`src/rtl/imem_loader.sv`:
```
// Instruction-memory loader: turns a length-prefixed host byte stream into
// little-endian 32-bit word writes, then raises start for the CPU.
module imem_loader #(
    parameter int unsigned ADDR_W = 8
) (
    input  logic              clk_i,
    input  logic              rst_i,
    input  logic [7:0]        byte_i,
    input  logic              byte_valid_i,
    output logic              byte_ready_o,
    output logic              we_o,
    output logic [ADDR_W-1:0] waddr_o,
    output logic [31:0]       wdata_o,
    output logic [ADDR_W:0]   words_o,
    output logic              busy_o,
    output logic              start_o,
    output logic              error_o
);

    localparam int unsigned DEPTH = 2 ** ADDR_W;
    localparam int unsigned CNT_W = ADDR_W + 1;

    typedef enum logic [2:0] {
        S_LEN_LO,
        S_LEN_HI,
        S_DATA,
        S_DONE,
        S_ERR
    } state_t;

    state_t      state;
    state_t      state_next;
    logic [15:0] len_q;
    logic [1:0]  lane_q;
    logic [23:0] asm_q;
    logic        xfer;
    logic [15:0] hdr_len;
    logic        last_word;

    // Handshake and status are pure decodes of the state register.
    assign byte_ready_o = (state != S_DONE);
    assign busy_o       = (state == S_LEN_LO) || (state == S_LEN_HI) || (state == S_DATA);
    assign error_o      = (state == S_ERR);
    assign xfer         = byte_valid_i && byte_ready_o;
    assign hdr_len      = {byte_i, len_q[7:0]};
    assign last_word    = ((17'(words_o) + 17'd1) == 17'(len_q));

    always_ff @(posedge clk_i) begin
        if (rst_i) begin
            state <= S_LEN_LO;
        end else begin
            state <= state_next;
        end
    end

    always_comb begin
        state_next = state;
        case (state)
            S_LEN_LO: begin
                if (xfer) state_next = S_LEN_HI;
            end
            S_LEN_HI: begin
                if (xfer) begin
                    if (hdr_len == 16'd0) begin
                        state_next = S_DONE;
                    end else if (17'(hdr_len) > 17'(DEPTH)) begin
                        state_next = S_ERR;
                    end else begin
                        state_next = S_DATA;
                    end
                end
            end
            S_DATA: begin
                if (xfer && (lane_q == 2'd3) && last_word) state_next = S_DONE;
            end
            S_DONE:  state_next = S_DONE;
            S_ERR:   state_next = S_ERR;
            default: state_next = S_LEN_LO;
        endcase
    end

    // Header capture, word assembly and the registered write port.
    always_ff @(posedge clk_i) begin
        if (rst_i) begin
            len_q   <= '0;
            lane_q  <= '0;
            asm_q   <= '0;
            we_o    <= 1'b0;
            waddr_o <= '0;
            wdata_o <= '0;
            words_o <= '0;
            start_o <= 1'b0;
        end else begin
            we_o <= 1'b0;
            if (state == S_DONE) start_o <= 1'b1;
            if (xfer) begin
                case (state)
                    S_LEN_LO: len_q[7:0]  <= byte_i;
                    S_LEN_HI: len_q[15:8] <= byte_i;
                    S_DATA: begin
                        lane_q <= lane_q + 2'd1;
                        case (lane_q)
                            2'd0: asm_q[7:0]   <= byte_i;
                            2'd1: asm_q[15:8]  <= byte_i;
                            2'd2: asm_q[23:16] <= byte_i;
                            default: begin
                                wdata_o <= {byte_i, asm_q};
                                we_o    <= 1'b1;
                                waddr_o <= words_o[ADDR_W-1:0];
                                words_o <= words_o + CNT_W'(1);
                            end
                        endcase
                    end
                    default: ;
                endcase
            end
        end
    end

endmodule
```
`config.mk`:
```
export PLATFORM = sky130hd
export DESIGN_NAME = imem_loader
export DESIGN_NICKNAME = d
export VERILOG_FILES = /design/src/rtl/imem_loader.sv
export SDC_FILE = /design/constraint.sdc
export NUM_CORES = 1
export LEC_CHECK = 0
export CAP_MARGIN = 20
export CELL_PAD_IN_SITES_DETAIL_PLACEMENT = 0
export CELL_PAD_IN_SITES_GLOBAL_PLACEMENT = 2
export CORE_MARGIN = 8
export CORE_UTILIZATION = 31
export CTS_CLUSTER_SIZE = 30
export DETAILED_ROUTE_END_ITERATION = 16
export PLACE_DENSITY = 0.84
export SLEW_MARGIN = 40
export SYNTH_ARGS = -nofsm -noshare
export SYNTH_HDL_FRONTEND = slang
export SYNTH_SLANG_ARGS = --single-unit
```
`constraint.sdc`:
```
create_clock -name clk_i -period 2.7 [get_ports clk_i]
set_input_delay 0.405 -clock clk_i [delete_from_list [all_inputs] [get_ports clk_i]]
set_output_delay 0.405 -clock clk_i [all_outputs]
set_load 0.02 [all_outputs]
```
==> flow_summary_export.csv <==
group,metric,value,unit
hold_path,holdCritStartpoint,"rst_i",
outcome,outcome,"complete, no violations",
floorplanning,io_pins,65,
critical_path,r2r_start,"lane_q[0]$_SDFFE_PP0P_",
clock_network,ctsHtreeMaxLevel,3,
floorplanning,core_area,12500,µm²
synth,post_synth_instance_area,3920,µm²
routing,routed_via_density,4.68,
finish,design.final.nets,565,
critical_path,regToRegEndpoint,"state[0]$_SDFFE_PP0P_",
synth,syn-mean-instance-area,7.96,µm²
sta,setup_tns_after_final_layout,0,ps
clock_network,clock_root_buffer,"clkbuf_16",
clock_network,holdBufCountCts,0,
floorplanning,dieArea,16500,µm²
critical_path,critPathLaunchType,"flip-flop",
synth,synth.top_cells.by_count,"nand2_1 (152), dfxtp_1 (96), a21oi_1 (89)",
routing,initialDrtViolationCount,167,
synth,yosysTopAreaCellShare,49.0,%
clock_network,cts.path.max_buffers,2,
sta,timing.final.crit_period,2240,ps
synth,fraction_of_synthesis_flops_using_an_asynchronous_set_or_reset_pin,0,%
global_routing,grt.busiest_layer,"met2",
critical_path,worstSetupPathType,"reg2out",
finish,fillCellCount,1299,
global_routing,grt_overflow,0,
synth,mappedNetlistNets,510,
sta,clock_skew,6.44,ps
sta,worst_slew_pin_slew,723,ps
global_routing,grt_start_max_net_pins,95,
synth,synthDominantAreaCellType,"dfxtp_1",
clock_network,post_cts_resized,0,
global_routing,global_route.usage.met1,17.0,%
synth,ys.flop_type,"dfxtp_1",
sta,hold_viol,0,
hold_path,hold-path-cell-count,3,
pwr,p_total,3.00,mW
critical_path,worst-path-max-fanout,7,
finish,flow.area_growth_from_synthesis,29.3,%
clock_network,tritoncts_num_sinks,96,
finish,multi_input_area,1830,µm²
clock_network,cts_tree,"built",
global_routing,grt_antenna_before_repair,0,
floorplanning,die_boundary_width,129,µm
hold_path,worst_hold_path_type,"in2reg",
synth,synth_sequential_area_ratio,49.0,%
clock_network,clk_latency,340,ps
routing,via_count,3393,
finish,num_antenna_cells,0,
clock_network,tritoncts.num_buffers,9,
synth,synth_enable_flop_cells,0,
pwr,total_leakage_power,1.68,nW
sta,maxClockFrequency,0.447,GHz
critical_path,crit_arrival,1830,ps
routing,drtAntennaViolNets,0,
clock_network,clkTransAtPathRegs,70,ps
sta,rsz0062_at_grt,"false",
critical_path,rr_worst_depth,6,
clock_network,cts_setup_buffers,0,
synth,synth-warning-count,0,
synth,netlist-cell-type-count,40,
pwr,power_density,591,nW/µm²
sta,final-setup-viol-count,0,
global_routing,use_met3,4.10,%
synth,synth_top_area_cells,"dfxtp_1 (49%), nand2_1 (15%), a21oi_1 (11%), nand3_1 (3.8%), xnor2_1 (3.1%)",
global_routing,vias_in_the_first_global_route,3305,
place,gpl.final_weighted_congestion,0.795,
synth,synth.most_common_cell,"nand2_1",
critical_path,crit_start,"state[0]$_SDFFE_PP0P_",
routing,post-route-drc-count,0,
synth,synthesis.instances,493,
floorplanning,start_util,31.5,%
finish,post_route_cells_drive_above_1_share,7.59,%
pwr,ir_drop,0.257,mV
floorplanning,die_h,129,µm
global_routing,first_pass_grt_wire_length,16900,µm
synth,synth-seq-cells,96,
run,max_cap_viol_count,0,
critical_path,r2r_setup_slack,620,ps
global_routing,grt_util_met2,19.5,%
place,place_hpwl,6920,µm
sta,min_period_over_period,82.9,%
routing,detail_route.first_pass.iterations,4,
sta,number_of_pins_exceeding_their_max_slew_limit_in_the_final_report,0,
critical_path,worstPathRequired,2300,ps
place,place.port_buffers,64,
floorplanning,rows,41,
finish,final_core_utilization,40.7,%
critical_path,worstSetupEndpointType,"output pin",
routing,wl_per_cell,13.9,µm
finish,seq_area,1920,µm²
sta,max_slew_headroom,51.8,%
hold_path,hold-path-endpoint,"state[1]$_SDFFE_PP0P_",
routing,detail_route.wirelength,10100,µm
global_routing,grt_util_all_layers,12.8,%
## logic make-up after synthesis
| kind of cell | count (synthesis) | share of synthesized area [%] |
|---|---|---|
| AND/OR/NAND/NOR | 225 | 24.6 |
| AO/OA/AOI/OAI | 102 | 14.5 |
| flip-flops | 96 | 49.0 |
| buffers and inverters | 41 | 4.72 |
| XOR/XNOR | 21 | 4.69 |
| adder cells (fa/ha/maj) | 6 | 1.91 |
| multiplexers | 2 | 0.574 |
## state kept, by name, indices dropped and copies added (netlist names), 2 cells and up
register,count
wdata_o,32
asm_q,24
len_q,16
words_o,9
waddr_o,8
state,3
lane_q,2
## metrics by stage
step	hold WS, ps	setup WS [ps]	cells	area, µm²
final	413	463	725	5070
after global routing	431	324	725	5070
after CTS	411	457	725	5070
after detailed placement	446	340	709	4740
after global placement	442	399	709	4740
after floorplan	431	669	493	3920
## routing by layer
metal,wire (µm),part of all wire (%)
met3,597,5.9
met2,4530,45
met4,89,0.88
met1,4880,48
met5,0,0
## worst max-delay path: stages (launching register included)
cell and delay, ps:
dfxtp_1 500, inv_2 90, nor2_1 270, nand2_1 90, clkdlybuf4s50_1 550
## report_power, final
| part | leakage, nW | switching [mW] | internal (mW) |
|---|---|---|---|
| clock | 0.163 | 0.559 | 0.842 |
| combinational | 0.744 | 0.0899 | 0.0575 |
| sequential | 0.775 | 0.0180 | 1.43 |
## cell usage in the layout (no fill, tap or decap), types with 4 or more instances in the layout
cell type	n
and2_1	4
nor3_1	4
a21oi_1	89
dfxtp_1	96
nand3_1	30
buf_4	14
clkbuf_16	9
nor4_1	4
nand2_1	152
a31oi_1	4
xor2_1	7
clkdlybuf4s50_1	63
inv_1	5
xnor2_1	14
nor2_1	19
ha_1	6
## final cells by class
type	count	share of cell area (%)
flip-flops and latches	96	37.9
multi-input cells	356	36.1
repair buffers	79	14.8
clock buffers	10	4.71
well taps	172	4.24
clock inverters	6	1.80
inverters	6	0.444
## worst max path at each step
| stage | to | slack, ps | cells after the start |
|---|---|---|---|
| 3_5_place_dp | state[0]$_SDFFE_PP0P_ | 340 | 6 |
| 6_report | byte_ready_o | 460 | 4 |
| 5_1_grt | byte_ready_o | 320 | 4 |
| 2_1_floorplan | state[0]$_SDFFE_PP0P_ | 670 | 6 |
| 3_3_place_gp | state[0]$_SDFFE_PP0P_ | 400 | 6 |
| 4_1_cts | byte_ready_o | 460 | 4 |
Note: power is estimated with default switching activity, not from simulation.
